<file path="src/rtl/layer_ctrl_pkg.sv">
// Shared types and defaults for the layer controller.
// Holds the controller state encoding and the default array dimensions.
package layer_ctrl_pkg;

    localparam int DEF_M = 2;
    localparam int DEF_N = 2;

    typedef enum logic [2:0] {
        LOAD,
        CLR,
        ISSUE,
        DRAIN,
        OUTPUT
    } state_t;

    // $clog2 returns 0 for a modulus of 1; counters and addresses still need one bit.
    function automatic int clog2_min1(input int v);
        return (v > 1) ? $clog2(v) : 1;
    endfunction

endpackage

</file>
<file path="src/rtl/layer_ctrl_if.sv">
// Handshake and memory-control bundle between the layer controller and its datapath.
// The master side is the controller; the slave side is the upstream/datapath environment.
interface layer_ctrl_if #(
    parameter int AW = 2
) ();

    logic          s_valid;
    logic          s_ready;
    logic          m_ready;
    logic          m_valid;
    logic          x_wr_en;
    logic [AW-1:0] x_addr;
    logic [AW-1:0] w_addr;
    logic          mac_clr;
    logic          mac_en;

    modport master (
        input  s_valid,
        input  m_ready,
        output s_ready,
        output m_valid,
        output x_wr_en,
        output x_addr,
        output w_addr,
        output mac_clr,
        output mac_en
    );

    modport slave (
        output s_valid,
        output m_ready,
        input  s_ready,
        input  m_valid,
        input  x_wr_en,
        input  x_addr,
        input  w_addr,
        input  mac_clr,
        input  mac_en
    );

endinterface

</file>
<file path="src/rtl/mod_counter.sv">
// Modulo-MOD up counter with synchronous clear, enable and terminal-count flag.
// Wraps to zero on the enabled cycle where the count is MOD-1; clear has priority.
module mod_counter
    import layer_ctrl_pkg::*;
#(
    parameter int MOD = 2,
    parameter int W   = clog2_min1(MOD)
) (
    input  logic         clk,
    input  logic         reset_n,
    input  logic         clr,
    input  logic         en,
    output logic [W-1:0] cnt,
    output logic         tc
);

    logic [W-1:0] cnt_q;
    logic [W-1:0] cnt_d;

    assign tc  = (cnt_q == W'(MOD - 1));
    assign cnt = cnt_q;

    always_comb begin
        cnt_d = cnt_q;
        if (clr) begin
            cnt_d = '0;
        end else if (en) begin
            cnt_d = tc ? '0 : cnt_q + W'(1);
        end
    end

    always_ff @(posedge clk) begin
        if (!reset_n) begin
            cnt_q <= '0;
        end else begin
            cnt_q <= cnt_d;
        end
    end

endmodule

</file>
<file path="src/rtl/layer_ctrl.sv">
// Sequencer for an M x N matrix-vector layer: loads N inputs, then for each of M rows
// clears the accumulator, issues N x/w reads, drains the last product and presents the result.
module layer_ctrl
    import layer_ctrl_pkg::*;
#(
    parameter int M  = DEF_M,
    parameter int N  = DEF_N,
    parameter int AW = clog2_min1(M * N)
) (
    input  logic          clk,
    input  logic          reset_n,
    layer_ctrl_if.master  bus
);

    localparam int KW = clog2_min1(N);
    localparam int RW = clog2_min1(M);

    state_t state_q;
    state_t state_d;
    logic   s_ready_q;
    logic   s_ready_d;
    logic   mac_en_q;
    logic   mac_en_d;

    logic [KW-1:0] k_cnt;
    logic [KW-1:0] col_cnt;
    logic [RW-1:0] row_cnt;
    logic          k_tc;
    logic          col_tc;
    logic          row_tc;

    logic load_hs;
    logic out_hs;

    assign load_hs = bus.s_valid && s_ready_q;
    assign out_hs  = (state_q == OUTPUT) && bus.m_ready;

    mod_counter #(.MOD(N), .W(KW)) u_k_cnt (
        .clk     (clk),
        .reset_n (reset_n),
        .clr     (1'b0),
        .en      (load_hs),
        .cnt     (k_cnt),
        .tc      (k_tc)
    );

    mod_counter #(.MOD(N), .W(KW)) u_col_cnt (
        .clk     (clk),
        .reset_n (reset_n),
        .clr     (state_q == CLR),
        .en      (state_q == ISSUE),
        .cnt     (col_cnt),
        .tc      (col_tc)
    );

    mod_counter #(.MOD(M), .W(RW)) u_row_cnt (
        .clk     (clk),
        .reset_n (reset_n),
        .clr     (load_hs && k_tc),
        .en      (out_hs),
        .cnt     (row_cnt),
        .tc      (row_tc)
    );

    always_comb begin
        state_d = state_q;
        unique case (state_q)
            LOAD:    if (load_hs && k_tc) state_d = CLR;
            CLR:     state_d = ISSUE;
            ISSUE:   if (col_tc) state_d = DRAIN;
            DRAIN:   state_d = OUTPUT;
            OUTPUT:  if (bus.m_ready) state_d = row_tc ? LOAD : CLR;
            default: state_d = LOAD;
        endcase
    end

    // s_ready is a flop so it stays low through reset and never follows s_valid combinationally.
    // mac_en lags ISSUE by one cycle to line up with the registered memory read data.
    always_comb begin
        s_ready_d = (state_d == LOAD);
        mac_en_d  = (state_q == ISSUE);
    end

    always_ff @(posedge clk) begin
        if (!reset_n) begin
            state_q   <= LOAD;
            s_ready_q <= 1'b0;
            mac_en_q  <= 1'b0;
        end else begin
            state_q   <= state_d;
            s_ready_q <= s_ready_d;
            mac_en_q  <= mac_en_d;
        end
    end

    always_comb begin
        bus.x_addr = '0;
        bus.w_addr = '0;
        if (state_q == LOAD) begin
            bus.x_addr = AW'(k_cnt);
        end else if (state_q == ISSUE) begin
            bus.x_addr = AW'(col_cnt);
            bus.w_addr = AW'(row_cnt) * AW'(N) + AW'(col_cnt);
        end
    end

    assign bus.s_ready = s_ready_q;
    assign bus.x_wr_en = load_hs;
    assign bus.m_valid = (state_q == OUTPUT);
    assign bus.mac_clr = (state_q == CLR);
    assign bus.mac_en  = mac_en_q;

endmodule

</file>
<file path="src/flat_wrapper.sv">
// flat-port wrapper written by rule: the top's interface ports become plain ports
module layer_ctrl_flat import layer_ctrl_pkg::*;
#(
    parameter int M  = DEF_M,
    parameter int N  = DEF_N,
    parameter int AW = clog2_min1(M * N)
)
  (clk, reset_n, bus_s_valid, bus_m_ready, bus_s_ready, bus_m_valid, bus_x_wr_en, bus_x_addr, bus_w_addr, bus_mac_clr, bus_mac_en);
  layer_ctrl_if #(.AW(AW)) bus_i ();
  input  logic clk;
  input  logic reset_n;
  input wire logic [$bits(bus_i.s_valid)-1:0] bus_s_valid;
  input wire logic [$bits(bus_i.m_ready)-1:0] bus_m_ready;
  output wire logic [$bits(bus_i.s_ready)-1:0] bus_s_ready;
  output wire logic [$bits(bus_i.m_valid)-1:0] bus_m_valid;
  output wire logic [$bits(bus_i.x_wr_en)-1:0] bus_x_wr_en;
  output wire logic [$bits(bus_i.x_addr)-1:0] bus_x_addr;
  output wire logic [$bits(bus_i.w_addr)-1:0] bus_w_addr;
  output wire logic [$bits(bus_i.mac_clr)-1:0] bus_mac_clr;
  output wire logic [$bits(bus_i.mac_en)-1:0] bus_mac_en;
  assign bus_i.s_valid = bus_s_valid;
  assign bus_i.m_ready = bus_m_ready;
  assign bus_s_ready = bus_i.s_ready;
  assign bus_m_valid = bus_i.m_valid;
  assign bus_x_wr_en = bus_i.x_wr_en;
  assign bus_x_addr = bus_i.x_addr;
  assign bus_w_addr = bus_i.w_addr;
  assign bus_mac_clr = bus_i.mac_clr;
  assign bus_mac_en = bus_i.mac_en;
  layer_ctrl #(.M(M), .N(N), .AW(AW)) u_core (.clk(clk), .reset_n(reset_n), .bus(bus_i));
endmodule
</file>
<file path="config.mk">
export PLATFORM = sky130hd
export DESIGN_NAME = layer_ctrl_flat
export DESIGN_NICKNAME = d
export VERILOG_FILES = /design/src/rtl/layer_ctrl_pkg.sv /design/src/rtl/layer_ctrl_if.sv /design/src/rtl/mod_counter.sv /design/src/rtl/layer_ctrl.sv /design/src/flat_wrapper.sv
export SDC_FILE = /design/constraint.sdc
export NUM_CORES = 1
export LEC_CHECK = 0
export BUFFER_PORTS_ARGS = -buffer_cell sky130_fd_sc_hd__buf_2
export CORE_AREA = 10 10 47 49
export CTS_CLUSTER_SIZE = 8
export DETAILED_ROUTE_END_ITERATION = 7
export DIE_AREA = 0 0 57 59
export SLEW_MARGIN = 20
export SYNTH_ARGS = -nofsm -noshare
export SYNTH_HDL_FRONTEND = slang
export SYNTH_SLANG_ARGS = --single-unit
</file>
<file path="constraint.sdc">
create_clock -name clk -period 1.8 [get_ports clk]
set_clock_uncertainty 0.1 [all_clocks]
set_input_delay 0.18 -clock clk [delete_from_list [all_inputs] [get_ports clk]]
set_output_delay 0.18 -clock clk [all_outputs]
set_load 0.005 [all_outputs]
</file>
After elaboration in Yosys (flattened, before gate mapping):

Index checks and enable logic that the tools add are counted.

* register bits: 8
* logic and storage cells: 34
* output and inout port bits: 9

* bitwise operators: 1
* reduce and logical (&&, ||, !) cells: 7
* add/sub/neg operators: 4
* equal/unequal tests: 4
* mux-type cells: 12

Operator list (count)
* one-hot mux 3 bit (5 select lines): 1
* 2-to-1 mux 3 bit: 3
* equality test 3 x 2 -> 1 bit (second input constant): 2
* logical NOT 3 bit: 2
* 2-to-1 mux 2 bit: 3
* 2-to-1 mux 1 bit: 5
* OR reduction 2 bit: 2
* adder 1 bit (second input constant): 3
* equality test 3 x 1 -> 1 bit (second input constant): 1
* equality test 3 bit (second input constant): 1
* logical AND 1 bit: 3
* adder 2 x 1 -> 2 bit: 1
* NOT 1 bit: 1

Longest topological paths before layout:

* depth in word-level cells: 5
* mapped depth: 4
* gate-level depth less buffers: 3

Hierarchy:

From an unflattened synthesis, not the netlist that was laid out.

* cells, all modules: 45
* area total of the unflattened synthesis: 447.9 um^2

By module, submodules not included
* layer_ctrl: cells an instance 33, instances 1, area each 301.5 um^2, sequential area each 100.1 um^2
* mod_counter: cells an instance 4, instances 3, area each 48.8 um^2, sequential area each 20.0 um^2

Worst setup path after synthesis:

Ideal clock, no wire load.

* kind: reg2reg
* from: register u_core.state_q[1]
* to: register u_core.s_ready_q (netlist: u_core.bus.s_ready)
* setup slack: 586 ps
* required time: 1568 ps
* buffers on the path: 1
* clock period less this slack: 1214 ps
* cell stages (with the launch flop): 5
* arrival: 982 ps
* cell sequence: dfxtp_1 buf_6 or3b_4 a21oi_1 nor3_1

* word-level cells in the longest chain between the ends: 3
* elaborated cells on any way between the ends: 10
* classes of those cells: eq/ne: 4; mux: 4; reduce/logical: 2

RTL lines
* from (decl): line layer_ctrl.sv:18 `state_t state_q;`
* from (signal assigned): line layer_ctrl.sv:90 `state_q <= state_d;`
* equality test 3 bit (tied with other cells): line layer_ctrl.sv:67 `unique case (state_q)`
* one-hot mux 3 bit (5 select lines) *: line layer_ctrl.sv:67
* logical NOT 3 bit *: line layer_ctrl.sv:80 `s_ready_d = (state_d == LOAD);`
* to (signal assigned): line layer_ctrl.sv:91 `s_ready_q <= s_ready_d;`
* to (decl): line layer_ctrl.sv:20 `logic s_ready_q;`

Mark *: on every way between the ends. The rest lies on a longest branch, timed or not.
A chain may end at the register's enable or synchronous reset.

Final worst setup path:

* from: register u_core.state_q[2]
* to: output port bus_m_valid

* word-level cells in the longest chain between the ends: 1

RTL lines
* equality test 3 bit: line layer_ctrl.sv:109 `assign bus.m_valid = (state_q == OUTPUT);`
* to (decl): line flat_wrapper.sv:15 `output wire logic [$bits(bus_i.m_valid)-1:0] bus_m_valid;`

No other way between the ends.

==> results by stage <==
Status:
- The run finished with clean final reports.

Drt:
- The count of routing violations after the opening detailed-route iteration is 6.
- The average routed wire per standard cell is 12.15 um.
- The residual antenna-violating net count after detailed routing is 0.
- The number of DRC violations after detailed routing is 0.
- The total detailed-routing wirelength is 887 um.
- The total number of vias is about 340.
- The first-pass detailed-route iteration total is 2.
- Using the TritonRoute via totals, the vias-per-cell ratio works out to between 4 and 5.

Worst setup path:
- The worst setup path is captured at a primary output.
- STA classifies the critical path startpoint as a flip-flop.
- At the worst endpoint, the required time is approximately 1.5 ns.
- In this run the worst setup path begins at u_core.state_q[2].
- The reg2reg setup slack is approximately 0.38 ns.
- The launching point of the worst reg2reg path is u_core.state_q[0].
- In this run the worst path has a maximum fanout of 13.
- Data on the critical path arrives at its endpoint at 1.39 ns.
- By startpoint and endpoint, the worst setup path is classified as reg2out.

Yosys:
- Counting instances in the post-synthesis netlist gives the leading cell types as dfxtp_1, nand2_1, nor3_1.
- The mapped cell area is 420.4 um2.
- The synthesized design spends more area on one cell type than any other, namely dfxtp_1.
- The share of synthesized area in the top cell type comes to 0.3810.
- The number of warnings reported in the yosys synthesis log is 0.
- The most used flip-flop cell after synthesis is dfxtp_1.
- The sequential element share of the synthesized area is 0.3810.
- The number of flops mapped to enable cells by yosys is 0.
- In this run, distinct cell masters in the synthesized netlist total 30.
- Ranked by total cell area, the synthesized netlist is headed by dfxtp_1, xnor2_1, nor3_1, nor3b_1, and2_1.
- The post-synth net total is ~50.
- Synthesis produced a netlist whose cell count is 47.
- The most repeated cell in the gate-level netlist after synthesis is dfxtp_1.
- The flop and latch count out of synthesis is 8.
- Averaged over all synthesized cells, the footprint is 8.945 um2.
- In the synthesized netlist the async set-or-reset flop fraction comes to 0.

Floorplan:
- The total I/O pin count is 13.
- The core region is 1401 um2.
- The overall die area is 3363 um2.
- The initialized floorplan defines 14 standard-cell rows.
- The initial utilization of the core area, before any placement, comes to 0.3000.
- The y dimension of the die is 59 um.
- The floorplan step set the die width to 57 um.

CTS:
- The cell at the root of the clock tree is clkbuf_4.
- The number of gates resized after cts is 0.
- Clock latency on the worst-skew pair, taken at its later pin, is 0.25 ns.
- For this design, the sink count on the clock tree is 8.
- In this run the number of H-tree levels came out at 1.
- After clock tree synthesis, the clock-pin slew on the worst setup and hold paths is 0.06 ns.
- In this run the deepest clock path goes through 2 buffers.
- The clock tree from TritonCTS is done.
- Counting the buffers created by CTS gives 3.
- The post-CTS setup buffer count is 0.
- The number of hold buffers added after cts is 0.

Global routing:
- For this run, global-route usage on met3 was measured as 0.05365.
- The maximum number of pins on one net before global-route repair is 14.
- The layer flagged by global routing as most heavily used is met2.
- The wire length of the first global-routing pass is 1497 um.
- Across every metal layer, demand over resource in global routing totals 0.05678.
- The routing usage on met1 is 0.06707.
- The number of antenna violations at the first check in global routing was 0.
- The total global routing overflow is 0.
- The met2 routing resource usage after global routing is 0.06822.
- The number of global-route vias before repair was about 330.

Placed design:
- Input and output buffers added on the ports amount to 11.
- The global placer's final weighted congestion is 0.8018.
- The post-detailed-placement half-perimeter wirelength is 645.8 um.
- The cell count after placement is 70.

Power and ir drop:
- For this design the static power due to leakage is roughly 0.23 nW.
- Of the total power, combinational logic draws 0.090.
- Of the total power, the clock network draws 0.383.
- Of the total power, the share spent switching nets is 0.2334.
- The internal power is 0.0002770 W.
- The share of total power dissipated in sequential elements is 0.527.
- IR analysis of the VDD net gives a maximum drop of 296.2 uV.
- The switching power summed over all nets is 0.00008433 W.
- For this design the ratio of total power to cell area is 738.7 nW/um2.

STA:
- The count of final hold-check violations came to 0.
- Setup violations remaining at the end of the flow were counted as 0.
- Dividing the final minimum period by the clock period gives 0.9301.
- The maximum clock frequency is 597.3 MHz.
- Subtracting the final worst setup slack from the clock period gives 1.674 ns.
- Setup repair after global routing left no endpoint under its margin.
- Summed over all failing endpoints, the final setup total negative slack is 0 ns.
- The max-slew violation total from the final report is 0.
- The final-layout worst hold slack is roughly 0.13 ns.

Final layout:
- The total area of multi-input combinational cells is 224.0 um2.
- Fill cells in the final layout number 154.
- The area growth from synthesis to layout is 16.37%.
- The final layout net count is 63.
- The finished layout holds 73 standard cells, fillers aside.
- In the final layout, the share of cells above drive strength 1 is 0.2982.
- In the final layout, flip-flops and latches occupy 160.2 um2.
- The repair_antennas step left the layout with diodes totalling 0.

Min path:
- The worst hold path belongs to the class in2reg.
- The worst hold path begins at reset_n.

Flow run:
- The number of max-cap violations is 0.
## cell type report
cell class,instances,area share
Inverter,2,0.01535
Sequential cell,8,0.3274
Clock buffer,3,0.04604
Multi-Input combinational cell,33,0.4578
Tap cell,16,0.04092
Timing Repair Buffer,11,0.1125
## through the flow
stage	worst slack, ns	cell area [um2]	util	power [W]
6_report	0.1258	489.2	0.3491	0.0003614
3_3_place_gp	0.4000	466.7	0.3330	0.0002270
4_1_cts	0.1170	489.2	0.3491	0.0003701
5_1_grt	0.02722	489.2	0.3491	0.0003837
3_5_place_dp	0.4001	466.7	0.3330	0.0002271
2_1_floorplan	0.5863	420.4	-	0.0002141
## worst paths after layout
path                                to  cells after the start
setup / recovery           bus_m_valid                      3
hold / removal       u_core.state_q[0]                      2
setup reg to reg     u_core.state_q[0]                      3
hold reg to reg   u_core.u_col_cnt.cnt                      2
## cells by family (layout without fill, tap and decap cells)
| group | Yosys count | in the layout | synth area share |
|---|---|---|---|
| flops | 8 | 8 | 0.3809 |
| xor+xnor | 3 | 3 | 0.06251 |
| other cells | 1 | 1 | 0.008920 |
| simple gates | 21 | 21 | 0.3333 |
| compound gates | 8 | 8 | 0.1280 |
| buf+inv | 6 | 16 | 0.08632 |
## state kept, by name, indices dropped and copies added, names as in the netlist
register and count:
u_core.u_col_cnt.cnt 1, u_core.u_k_cnt.cnt 1, u_core.bus.s_ready 1, u_core.state_q 3, u_core.bus.mac_en 1, u_core.u_row_cnt.cnt 1
## per-layer routing
metal | wire length (um) | share of wire
met5 | 0 | 0
met4 | 0 | 0
met3 | 107 | 0.12
met2 | 358 | 0.40
met1 | 422 | 0.48
## cell usage in the layout (no fill, tap or decap), types with 2 or more instances in the layout
| cell type | synthesis | final |
|---|---|---|
| and2_1 | 2 | 2 |
| xnor2_1 | 2 | 2 |
| nor3_1 | 3 | 3 |
| o21ai_0 | 2 | 2 |
| clkbuf_4 | 0 | 3 |
| nand2_1 | 3 | 3 |
| inv_1 | 2 | 2 |
| dfxtp_1 | 8 | 8 |
| buf_2 | 2 | 11 |
| nor3b_1 | 2 | 2 |
## power groups by stage
| stage | Clock (W) | Combinational, W | Sequential (W) |
|---|---|---|---|
| after floorplan | 0 | 0.0000224 | 0.000192 |
| final | 0.000138 | 0.0000325 | 0.000191 |
| after global placement | 0 | 0.0000328 | 0.000194 |
| after detailed placement | 0 | 0.0000328 | 0.000194 |
| after global routing | 0.000155 | 0.0000375 | 0.000191 |
| after CTS | 0.000147 | 0.0000331 | 0.000190 |
## critical path, stage by stage (launching register included)
cell and delay, ns:
dfxtp_1 0.54, or3b_4 0.45, inv_1 0.06, buf_2 0.10
Note: power is estimated with default switching activity, not from simulation.
